`config.mk`:
```
export PLATFORM = sky130hd
export DESIGN_NAME = fir_tap_sequencer
export DESIGN_NICKNAME = d
export VERILOG_FILES = /design/src/rtl/fir_tap_sequencer.sv
export SDC_FILE = /design/constraint.sdc
export NUM_CORES = 1
export LEC_CHECK = 0
export ABC_AREA = 1
export ABC_CLOCK_PERIOD_IN_PS = 1700
export BUFFER_PORTS_ARGS = -buffer_cell sky130_fd_sc_hd__buf_2
export CAP_MARGIN = 40
export CELL_PAD_IN_SITES_DETAIL_PLACEMENT = 0
export CELL_PAD_IN_SITES_GLOBAL_PLACEMENT = 1
export CORE_MARGIN = 2
export CORE_UTILIZATION = 30
export CTS_CLUSTER_SIZE = 20
export DETAILED_ROUTE_END_ITERATION = 8
export PLACE_DENSITY = 0.69
export RECOVER_POWER = 25
export REMOVE_ABC_BUFFERS = 1
export SLEW_MARGIN = 20
export SYNTH_ARGS = -nofsm -noshare
export SYNTH_HDL_FRONTEND = slang
export SYNTH_SLANG_ARGS = --single-unit
export TNS_END_PERCENT = 100
```
`constraint.sdc`:
```
create_clock -name clk -period 1.7 [get_ports clk]
set_input_delay 0 -clock clk [delete_from_list [all_inputs] [get_ports clk]]
set_output_delay 0 -clock clk [all_outputs]
set_load 0.02 [all_outputs]
```
`src/rtl/fir_tap_sequencer.sv`:
```
// Tap scheduler: one sample in, NUM_TAPS MAC cycles, pipeline drain, held result.
// Define FIR_SEQ_PERF_EN to add sample_count and stall_count outputs.
module fir_tap_sequencer #(
  parameter  int NUM_TAPS    = 16,
  parameter  int MAC_LATENCY = 2,
  localparam int ADDR_W      = $clog2(NUM_TAPS)
) (
  input  logic              clk,
  input  logic              rst,
  input  logic              in_valid,
  output logic              in_ready,
  output logic              out_valid,
  input  logic              out_ready,
  output logic              sample_we,
  output logic [ADDR_W-1:0] wr_ptr,
  output logic [ADDR_W-1:0] rd_addr,
  output logic [ADDR_W-1:0] coef_addr,
  output logic              mac_en,
  output logic              mac_clear,
  output logic              acc_capture,
  output logic              busy
`ifdef FIR_SEQ_PERF_EN
  ,
  output logic [15:0]       sample_count,
  output logic [15:0]       stall_count
`endif
);

  localparam int DW = (MAC_LATENCY > 1) ? $clog2(MAC_LATENCY) : 1;

  localparam logic [ADDR_W-1:0] K_LAST = ADDR_W'(NUM_TAPS - 1);
  localparam logic [ADDR_W-1:0] A_ONE  = ADDR_W'(1);
  localparam logic [DW-1:0]     D_LAST = DW'(MAC_LATENCY - 1);
  localparam logic [DW-1:0]     D_ONE  = DW'(1);

  typedef enum logic [1:0] {
    IDLE,
    RUN,
    DRAIN,
    HOLD
  } state_t;

  state_t            state;
  logic [ADDR_W-1:0] k;
  logic [ADDR_W-1:0] base;
  logic [DW-1:0]     d;
  logic              armed;
  logic              accept;

  // armed keeps in_ready low until the first edge after reset release
  assign in_ready    = armed && (state == IDLE);
  assign accept      = in_valid & in_ready;
  assign sample_we   = accept;
  assign busy        = (state != IDLE);
  assign mac_en      = (state == RUN);
  assign mac_clear   = mac_en && (k == '0);
  assign coef_addr   = k;
  assign rd_addr     = base - k;
  assign acc_capture = (state == DRAIN) && (d == D_LAST);
  assign out_valid   = (state == HOLD);

  always_ff @(posedge clk or posedge rst) begin
    if (rst) begin
      state  <= IDLE;
      k      <= '0;
      d      <= '0;
      base   <= '0;
      wr_ptr <= '0;
      armed  <= 1'b0;
    end else begin
      armed <= 1'b1;
      unique case (state)
        IDLE: begin
          if (accept) begin
            base   <= wr_ptr;
            wr_ptr <= wr_ptr + A_ONE;
            k      <= '0;
            state  <= RUN;
          end
        end
        RUN: begin
          if (k == K_LAST) begin
            d     <= '0;
            state <= DRAIN;
          end else begin
            k <= k + A_ONE;
          end
        end
        DRAIN: begin
          if (d == D_LAST) state <= HOLD;
          else             d     <= d + D_ONE;
        end
        HOLD: begin
          if (out_ready) begin
            k     <= '0;
            state <= IDLE;
          end
        end
        default: state <= IDLE;
      endcase
    end
  end

`ifdef FIR_SEQ_PERF_EN
  always_ff @(posedge clk or posedge rst) begin
    if (rst) begin
      sample_count <= '0;
      stall_count  <= '0;
    end else begin
      if (out_valid && out_ready)
        sample_count <= sample_count + 16'd1;
      if (out_valid && !out_ready && stall_count != 16'hFFFF)
        stall_count <= stall_count + 16'd1;
    end
  end
`endif

endmodule

```
==> qor.csv <==
metric,value,unit
Slew Limit Fails,0,
Detailed Route Iter0 Violations,43,
via count,874,
Initial Util,31.1,%
Pleak,0.725,nW
worst setup slack after layout,0.0756,ns
Synth async-reset ratio,100,%
top cell type's share of synthesized area,38.9,%
Total Power,2.45,mW
vias in the first global route,747,
Commonest cells post-synth,"nand2_1 (45), inv_1 (20), dfrtp_1 (16), ha_1 (11), nor2_1 (9)",
final hold vios,0,
largest net degree at the start of global routing,17,
final worst path period share,95.6,%
DRC viols,0,
nets,177,
1st-pass router iterations,4,
Final setup viols,0,
antenna cells,0,
DRT antenna net count,0,
Tmin final,1.62,ns
root buf cell,clkbuf_4,
worst hold path class,in -> reg,
Fillers,378,
hold slack,0.153,ns
TritonCTS Buffers,3,
Worst Min Path Start,in_valid,
Final GP Congestion,0.757,
fraction of layout cells with a size suffix above 1,24.4,%
worst-path cell chain,ha_1 -> inv_1 -> fa_1 -> xor2_1 -> buf_4,
Worst Path Required,1.70,ns
"EDFF count, synth",0,
cell taking the most area after synthesis,dfrtp_1,
highest-delay cell along the critical path,dfrtp_2,
hold path cells,5,
Reg-to-Reg Start,state[0]$_DFFE_PP0P_,
origin of the worst setup path,coef_addr[0]$_DFFE_PP0P_,
Syn. warnings,0,
IO Count,23,
"Clk Latency, worst-skew pair",0.29,ns
Setup Skew,0.00763,ns
Total Wirelength,2000,um
CTS tree,yes,
dpl cell area,1190,um^2
Clock Sinks,16,
die extent in y,62.6,um
crit path launch type,flop,
critical path peak fanout,8,
grt ovf,0,
Avg WL per Cell,9.69,um
largest cells by area after synthesis,"dfrtp_1 (39%), nand2_1 (16%), ha_1 (13%), inv_1 (7.3%), nor2_1 (3.3%)",
Longest Clk Path Bufs,2,
"CTS clk-pin slew, worst paths",0.09,ns
setup TNS,0,ns
post-DP HPWL,1530,um
max cap viols,0,
top-count cell post-synth,nand2_1,
post-synthesis sequential area ratio,38.9,%
Worst Setup Slack post-DPL,0.166,ns
f_max,616,MHz
multi-input logic area,531,um^2
Die W,62.6,um
WS Path Type,reg -> out,
number of distinct library cells after synthesis,23,
ys flop type,dfrtp_1,
Area Growth Syn to Fin,23.1,%
Mapped Area,1030,um^2
fin area,1270,um^2
CP peak stage delay,0.45,ns
VDD IR max,0.722,mV
Critical Path AT,1.62,ns
# H-tree levels,1,
Worst-Margin Slew,0.626,ns
port bufs,22,
Overall Global Routing Usage,10.8,%
power per cell area,1930,nW/um^2
global-route wire length before repair,3400,um
status,"complete, no violations",
FP Rows,21,
die area,3910,um^2
FF-to-FF path depth,7,
vias per cell,4.24,
FF+latch area,403,um^2
initial antenna violation count,0,
"flops & latches, synth",16,
slew margin rel.,58.3,%
Core ar.,3310,um^2
Avg Inst Size Synth,7.85,um^2
Syn Inst Count,131,
Crit. End Element,output pin,
-- worst max-delay path, delay by kind of cell, from the launching register on --
| kind | cells | cell delay, ns |
|---|---|---|
| adder cells (fa/ha/maj) | 2 | 0.53 |
| flip-flops | 1 | 0.45 |
| buffers and inverters | 2 | 0.20 |
| XOR/XNOR | 1 | 0.15 |
-- worst paths after layout --
| check | slack, ns | end |
|---|---|---|
| max in group asynchronous | 0.92 | coef_addr[1]$_DFFE_PP0P_ |
| worst min-delay path | 0.15 | state[1]$_DFFE_PP0P_ |
| worst max-delay path | 0.08 | rd_addr[2] |
| worst min register to register | 0.49 | wr_ptr[3]$_DFFE_PP0P_ |
| min in group asynchronous | 0.33 | wr_ptr[1]$_DFFE_PP0P_ |
| worst max register to register | 0.21 | coef_addr[3]$_DFFE_PP0P_ |
-- registers in the layout, indices dropped and copies added (netlist names) --
name and count:
base 4, coef_addr 4, wr_ptr 4, state 2, armed 1, d 1
-- report_power, final --
group / switching (mW) / internal, mW / leakage [nW] / total [mW]
Sequential: 0.135 / 0.525 / 0.197 / 0.660
Clock: 0.124 / 0.130 / 0.0210 / 0.255
Combinational: 0.943 / 0.587 / 0.506 / 1.53
Total: 1.20 / 1.24 / 0.725 / 2.45
-- kinds of logic (layout without fill, tap and decap cells) --
logic type	count (synthesis)	in the layout	synth area share, %
DFF	16	16	38.9
other	1	1	0.365
AOI/OAI and AO/OA	6	6	3.41
buffers and inverters	24	53	9.73
and+or+nand+nor	66	66	27.1
adders and majority gates	12	12	15.3
xor gates and xnor gates	6	6	5.11
-- per-layer routing --
metal | part of all wire, % | up-vias | GRT usage (%)
li1 | - | 451 | -
met1 | 49 | 397 | 14.5
met2 | 44 | 22 | 16.7
met3 | 5.4 | 4 | 2.34
met4 | 1.8 | 0 | 5.00
met5 | 0 | - | 0
-- final cells by class --
type	instances	share of cell area [%]
multi-input cells	91	41.9
flip-flops and latches	16	31.8
repair buffers	28	12.6
inverters	21	6.23
well taps	46	4.55
clock buffers	4	2.87
-- cell usage in the layout (no fill, tap or decap), types with 3 or more instances in the layout --
| master | instances |
|---|---|
| nand3_1 | 5 |
| nand2_1 | 45 |
| xnor2_1 | 3 |
| ha_1 | 10 |
| xor2_1 | 3 |
| clkbuf_4 | 3 |
| buf_2 | 21 |
| buf_4 | 6 |
| inv_1 | 20 |
| nor2_1 | 9 |
| dfrtp_1 | 14 |
-- what timing repair did --
action,4_1_cts,5_1_grt
hold buffers,1,0
resized for setup,3,2
endpoints found under the setup margin,2,5
endpoints found under the hold margin,16,0
buffers inserted,0,3
-- per-stage QoR --
step           std cells  util (%)
6_report             206      38.2
5_1_grt              206      38.2
4_1_cts              203      37.4
3_5_place_dp         198      35.9
3_3_place_gp         198      35.9
2_1_floorplan        128         -
(Power assumes the default switching activity.)
